--- src/rtl/arb_pkg.sv ---
// Shared definitions for the 4-way round-robin arbiter: FSM encoding,
// requester count / index width and the 2-to-4 one-hot grant decoder.
package arb_pkg;

  localparam int NUM_REQ = 4;
  localparam int IDX_W   = 2;

  typedef enum logic {
    IDLE  = 1'b0,
    GRANT = 1'b1
  } arb_state_e;

  // Team 2-to-4 one-hot decoder: 00->0001, 01->0010, 10->0100, 11->1000.
  function automatic logic [NUM_REQ-1:0] dec2to4(input logic [IDX_W-1:0] idx);
    logic [NUM_REQ-1:0] onehot;
    case (idx)
      2'b00:   onehot = 4'b0001;
      2'b01:   onehot = 4'b0010;
      2'b10:   onehot = 4'b0100;
      2'b11:   onehot = 4'b1000;
      default: onehot = 4'b0000;
    endcase
    return onehot;
  endfunction

endpackage

--- src/rtl/rr_arbiter_4_if.sv ---
// Request/grant bundle between the 4 requesting masters and the arbiter.
// master: requester side (drives req). slave: arbiter side (drives grants).
interface rr_arbiter_4_if;
  import arb_pkg::*;

  logic [NUM_REQ-1:0] req;
  logic [NUM_REQ-1:0] grant;
  logic [IDX_W-1:0]   grant_index;
  logic               grant_valid;
  logic               preempt;

  modport master (
    output req,
    input  grant,
    input  grant_index,
    input  grant_valid,
    input  preempt
  );

  modport slave (
    input  req,
    output grant,
    output grant_index,
    output grant_valid,
    output preempt
  );

endinterface

--- src/rtl/rr_pick_4.sv ---
// Combinational round-robin picker: finds the first set request bit when
// searching start_ptr_i, start_ptr_i+1, ... modulo 4.
module rr_pick_4
  import arb_pkg::*;
(
  input  logic [NUM_REQ-1:0] req_i,
  input  logic [IDX_W-1:0]   start_ptr_i,
  output logic               found_o,
  output logic [IDX_W-1:0]   idx_o
);

  logic [IDX_W-1:0] cand_s;

  // Walk the candidates in priority order and keep the first hit.
  always_comb begin
    found_o = 1'b0;
    idx_o   = start_ptr_i;
    cand_s  = start_ptr_i;
    for (int k = 0; k < NUM_REQ; k++) begin
      cand_s  = start_ptr_i + IDX_W'(k);
      idx_o   = (!found_o && req_i[cand_s]) ? cand_s : idx_o;
      found_o = found_o | req_i[cand_s];
    end
  end

endmodule

--- src/rtl/rr_arbiter_4.sv ---
// rr_arbiter_4: round-robin arbiter sharing one resource among 4 requesters.
// Registered grant index, valid and one-hot grant vector; zero-bubble
// hand-over when the owner releases while others are waiting.
// Optional feature macro: ARB_TIMEOUT_EN -- revokes a grant held for
// HOLD_MAX contended cycles and pulses preempt for one cycle.
module rr_arbiter_4
  import arb_pkg::*;
#(
  parameter int HOLD_MAX = 16,
  parameter int CNT_W    = 8
)(
  input  logic           clk,
  input  logic           rst_n,
  rr_arbiter_4_if.slave  bus
);

  if (HOLD_MAX < 2 || HOLD_MAX > 255 || (64'(1) << CNT_W) <= 64'(HOLD_MAX)) begin : g_param_check
    $error("rr_arbiter_4: HOLD_MAX must be 2..255 and fit in CNT_W bits");
  end

  arb_state_e         state_q;
  logic [IDX_W-1:0]   ptr_q;
  logic [IDX_W-1:0]   idx_q;
  logic               valid_q;
  logic [NUM_REQ-1:0] grant_q;
  logic               preempt_q;

  logic [NUM_REQ-1:0] pick_req_s;
  logic               found_s;
  logic [IDX_W-1:0]   pick_idx_s;
  logic               owner_req_s;
  logic               timeout_s;

  // While a grant is active the owner is excluded from the search, so a
  // release or a timeout always hands over to someone else. In GRANT the
  // pointer equals owner+1, so the search starts just past the owner.
  assign pick_req_s  = (state_q == GRANT) ? (bus.req & ~grant_q) : bus.req;
  assign owner_req_s = |(bus.req & grant_q);

  rr_pick_4 u_pick (
    .req_i       (pick_req_s),
    .start_ptr_i (ptr_q),
    .found_o     (found_s),
    .idx_o       (pick_idx_s)
  );

`ifdef ARB_TIMEOUT_EN
  logic [CNT_W-1:0] hold_cnt_q;
  logic             competitor_s;
  logic             contended_s;

  assign competitor_s = |(bus.req & ~grant_q);
  assign contended_s  = (state_q == GRANT) && owner_req_s && competitor_s;
  assign timeout_s    = contended_s && (hold_cnt_q == CNT_W'(HOLD_MAX - 1));

  // Count contended hold cycles; restart on every new grant or when uncontested.
  always_ff @(posedge clk or negedge rst_n) begin
    if (!rst_n) begin
      hold_cnt_q <= {CNT_W{1'b0}};
    end else if (contended_s && !timeout_s) begin
      hold_cnt_q <= hold_cnt_q + CNT_W'(1);
    end else begin
      hold_cnt_q <= {CNT_W{1'b0}};
    end
  end
`else
  assign timeout_s = 1'b0;
`endif

  // Arbitration FSM with registered grant outputs and rotation pointer.
  always_ff @(posedge clk or negedge rst_n) begin
    if (!rst_n) begin
      state_q   <= IDLE;
      ptr_q     <= 2'b00;
      idx_q     <= 2'b00;
      valid_q   <= 1'b0;
      grant_q   <= 4'b0000;
      preempt_q <= 1'b0;
    end else begin
      preempt_q <= 1'b0;
      case (state_q)
        IDLE: begin
          if (found_s) begin
            state_q <= GRANT;
            idx_q   <= pick_idx_s;
            valid_q <= 1'b1;
            grant_q <= dec2to4(pick_idx_s);
            ptr_q   <= pick_idx_s + 2'b01;
          end else begin
            state_q <= IDLE;
          end
        end
        GRANT: begin
          if (!owner_req_s || timeout_s) begin
            if (found_s) begin
              state_q   <= GRANT;
              idx_q     <= pick_idx_s;
              valid_q   <= 1'b1;
              grant_q   <= dec2to4(pick_idx_s);
              ptr_q     <= pick_idx_s + 2'b01;
              preempt_q <= timeout_s;
            end else begin
              // Nobody waiting: go idle, index keeps the last owner.
              state_q <= IDLE;
              valid_q <= 1'b0;
              grant_q <= 4'b0000;
            end
          end else begin
            state_q <= GRANT;
          end
        end
        default: begin
          state_q <= IDLE;
          valid_q <= 1'b0;
          grant_q <= 4'b0000;
        end
      endcase
    end
  end

  assign bus.grant       = grant_q;
  assign bus.grant_index = idx_q;
  assign bus.grant_valid = valid_q;
  assign bus.preempt     = preempt_q;

endmodule

--- src/flat_wrapper.sv ---
// flat-port wrapper written by rule: the top's interface ports become plain ports
module rr_arbiter_4_flat import arb_pkg::*;
#(
  parameter int HOLD_MAX = 16,
  parameter int CNT_W    = 8
)
  (clk, rst_n, bus_req, bus_grant, bus_grant_index, bus_grant_valid, bus_preempt);
  rr_arbiter_4_if bus_i ();
  input  logic clk;
  input  logic rst_n;
  input wire logic [$bits(bus_i.req)-1:0] bus_req;
  output wire logic [$bits(bus_i.grant)-1:0] bus_grant;
  output wire logic [$bits(bus_i.grant_index)-1:0] bus_grant_index;
  output wire logic [$bits(bus_i.grant_valid)-1:0] bus_grant_valid;
  output wire logic [$bits(bus_i.preempt)-1:0] bus_preempt;
  assign bus_i.req = bus_req;
  assign bus_grant = bus_i.grant;
  assign bus_grant_index = bus_i.grant_index;
  assign bus_grant_valid = bus_i.grant_valid;
  assign bus_preempt = bus_i.preempt;
  rr_arbiter_4 #(.HOLD_MAX(HOLD_MAX), .CNT_W(CNT_W)) u_core (.clk(clk), .rst_n(rst_n), .bus(bus_i));
endmodule
--- config.mk ---
export PLATFORM = sky130hd
export DESIGN_NAME = rr_arbiter_4_flat
export DESIGN_NICKNAME = d
export VERILOG_FILES = /design/src/rtl/arb_pkg.sv /design/src/rtl/rr_arbiter_4_if.sv /design/src/rtl/rr_pick_4.sv /design/src/rtl/rr_arbiter_4.sv /design/src/flat_wrapper.sv
export SDC_FILE = /design/constraint.sdc
export NUM_CORES = 1
export LEC_CHECK = 0
export ABC_CLOCK_PERIOD_IN_PS = 3700
export BUFFER_PORTS_ARGS = -buffer_cell sky130_fd_sc_hd__buf_4
export CORE_AREA = 2 2 39 41
export CTS_CLUSTER_DIAMETER = 40
export DETAILED_ROUTE_END_ITERATION = 10
export DIE_AREA = 0 0 41 43
export PLACE_DENSITY_LB_ADDON = 0.3
export SLEW_MARGIN = 20
export SYNTH_ARGS = -nofsm -noshare
export SYNTH_HDL_FRONTEND = slang
export SYNTH_SLANG_ARGS = --single-unit
--- constraint.sdc ---
create_clock -name clk -period 3.7 [get_ports clk]
set_clock_uncertainty 0.05 [all_clocks]
set_input_delay 0.185 -clock clk [delete_from_list [all_inputs] [get_ports clk]]
set_output_delay 0.185 -clock clk [all_outputs]
set_load 0.1 [all_outputs]
==> impl_metrics.env <==
export IMPL_initial_antenna_violation_count=0
export IMPL_clkTransAtPathRegs_ps=70
export IMPL_final_setup_worst_slack_ps=1410
export IMPL_hold_viol_final=0
export IMPL_max_slew_worst_pin_slew_ps=540
export IMPL_cts_htree_levels=1
export IMPL_cts_tree="yes"
export IMPL_insertion_delay_ps=270
export IMPL_worst_endpoint_data_arrival_time_ps=2400
export IMPL_critPathCaptureType="register"
export IMPL_cp_slowest_stage_delay_ps=540
export IMPL_timing_critical_path_fanout_max=10
export IMPL_ys_seq_elements=10
export IMPL_route_detailed_vias_per_inst=5.76
export IMPL_drt_wirelength_per_cell_um=14.8
export IMPL_routed_wirelength_um=1480
export IMPL_r2r_worst_path_cells=7
export IMPL_cts_root_buf="sky130_fd_sc_hd__clkbuf_4"
export IMPL_hold_path_class="input port to async pin"
export IMPL_postSynthAreaPerCell_um2=9.55
export IMPL_cp_slowest_cell="sky130_fd_sc_hd__dfrtp_1"
export IMPL_worstPathCellList="mux2_4, a21oi_1, a21boi_0, o211ai_1, inv_1, ha_1, a22o_1"
export IMPL_maxClockFrequency_mhz=437
export IMPL_finalSetupTns_ps=0
export IMPL_detailed_place_area_um2=761
export IMPL_fp_dieArea_mm2=0.00176
export IMPL_final_layout_size_suffix_gt1_share_pct=26.2
export IMPL_finalWeightedCongestion=0.775
export IMPL_postCtsResizedCells=0
export IMPL_grt_util_all_layers_pct=20.6
export IMPL_synth_cell_type_count=31
export IMPL_critical_path_n_buffers_inverters=1
export IMPL_netlist_area_um2=678
export IMPL_cell_type_group_with_the_largest_total_delay_on_the_critical_path="compound AO/OA/AOI/OAI gates"
export IMPL_top_library_cells_by_usage_in_the_layout_fill_and_taps_aside="sky130_fd_sc_hd__buf_4 (12), sky130_fd_sc_hd__dfrtp_1 (10), sky130_fd_sc_hd__nand2_1 (7), sky130_fd_sc_hd__inv_1 (7)"
export IMPL_max_slew_margin_vs_limit_pct=63.7
export IMPL_unrepaired_setup_endpoints_after_global_routing="no"
export IMPL_die_width_um=41
export IMPL_cp_data_required_time_ps=3810
export IMPL_detailedPlace_worstSlack_ps=1430
export IMPL_area_growth_synth_to_final_pct=19.0
export IMPL_synth_sequential_area_ratio_pct=36.9
export IMPL_drt_drc_violations_left=0
export IMPL_grt_overflow=0
export IMPL_critical_path_depth=7
export IMPL_port_buffers=12
export IMPL_cts_made_buffers=3
export IMPL_critPathLaunchType="register"
export IMPL_cts_sinks=10
export IMPL_antenna_diode_count=0
export IMPL_fillCellCount=143
export IMPL_wire_length_of_the_first_global_routing_pass_um=2420
export IMPL_core_rowCount=14
export IMPL_grt_max_degree=11
export IMPL_cts_path_max_buffers=2
export IMPL_finish_instance_area_um2=807
export IMPL_initial_util_pct=49.0
export IMPL_run_status="finished, final reports clean"
export IMPL_layout_commonest_cell="sky130_fd_sc_hd__buf_4"
export IMPL_first_global_vias=566
export IMPL_drv_cap=0
export IMPL_regToRegSetupSlack_ps=1410
export IMPL_final_min_clock_period_ps=2290
export IMPL_drt_pass1_iterations=3
export IMPL_drtAntennaViolNets=0
export IMPL_synth_fp_nets=79
export IMPL_ios=14
export IMPL_final_max_slew_violation_count=0
export IMPL_synth_yosys_warnings=0
export IMPL_hpwlAfterDp_um=1120
export IMPL_ws_path_type="register to register"
export IMPL_register_area_um2=250
export IMPL_core_area_mm2=0.00138
export IMPL_finalNetCount=93
export IMPL_fp_dieH_um=43
export IMPL_setup_violations=0
export IMPL_min_period_over_period_pct=61.8
export IMPL_violation_count_after_the_first_detailed_route_iteration=9
export IMPL_via_count=576
export IMPL_multi_input_gate_area_in_the_final_layout_um2=374
export IMPL_layout_utilization_pct=58.3
export IMPL_synthesis_instances=71
Yosys cell counts (all sizes together):
library cell	n	area, µm²
a211oi	2	20.0
a21boi	2	18.8
a21o	1	7.51
a21oi	4	20.0
a221o	1	10.0
a22o	4	35.0
a32o	1	10.0
buf	3	23.8
clkbuf	1	3.75
conb	1	3.75
dfrtp	10	250
ha	2	25.0
inv	7	26.3
mux2	3	41.3
mux2i	3	30.0
nand2	7	26.3
nand2b	3	18.8
nor2	3	11.3
o211ai	2	15.0
o21a	1	7.51
o21ai	3	15.0
o21bai	1	7.51
o22ai	1	6.26
o2bb2ai	2	17.5
o31ai	3	27.5
stage by stage:
stage	std cells	hold WS [ps]
after global routing	100	278
after detailed placement	95	-30.1
after CTS	100	226
final	100	241
after global placement	95	-32.4
after floorplan	71	-161
layer usage:
metal	vias up	routed length (µm)	global-route usage, %
met5	-	0	0
met4	0	38	14.0
met3	5	52	1.57
met2	11	712	30.9
met1	277	678	26.9
li1	283	-	-
cell type report:
class                      count  area share, %
timing repair buffer          13           12.4
sequential                    10           31.0
inverter                       7           3.26
multi-input combinational     50           46.4
tap                           16           2.48
clock buffer                   4           4.50
cell families (layout without fill, tap and decap cells):
family,count (synthesis),after routing,share of synthesized area (%)
flip-flops,10,10,36.9
buffers and inverters,11,24,7.93
adder cells (fa/ha/maj),2,2,3.69
multiplexers,6,6,10.5
other,1,1,0.553
AO/OA/AOI/OAI,28,28,32.1
AND/OR/NAND/NOR,13,13,8.30
sequential cells by signal (all words and copies together), names as in the netlist:
name,count
u_core.bus.grant_index,2
u_core.bus.grant_valid,1
u_core.state_q,1
u_core.ptr_q,2
u_core.bus.grant,4
timing repair:
item / CTS / global route
setup buffers: 0 / 0
hold endpoints to repair: 10 / 0
hold buffers: 1 / 0
final timing paths:
path                                            from                        end
max                                  u_core.ptr_q[0]        u_core.bus.grant[1]
min                                            rst_n             u_core.state_q
max reg2reg                          u_core.ptr_q[0]        u_core.bus.grant[1]
min reg2reg                u_core.bus.grant_index[0]  u_core.bus.grant_index[0]
max in group asynchronous                      rst_n            u_core.ptr_q[0]
min in group clk                          bus_req[1]             u_core.state_q
Power is left out: the tool's default activity adds up to more than one toggle a clock period on the data nets, which glitch-free logic cannot reach.
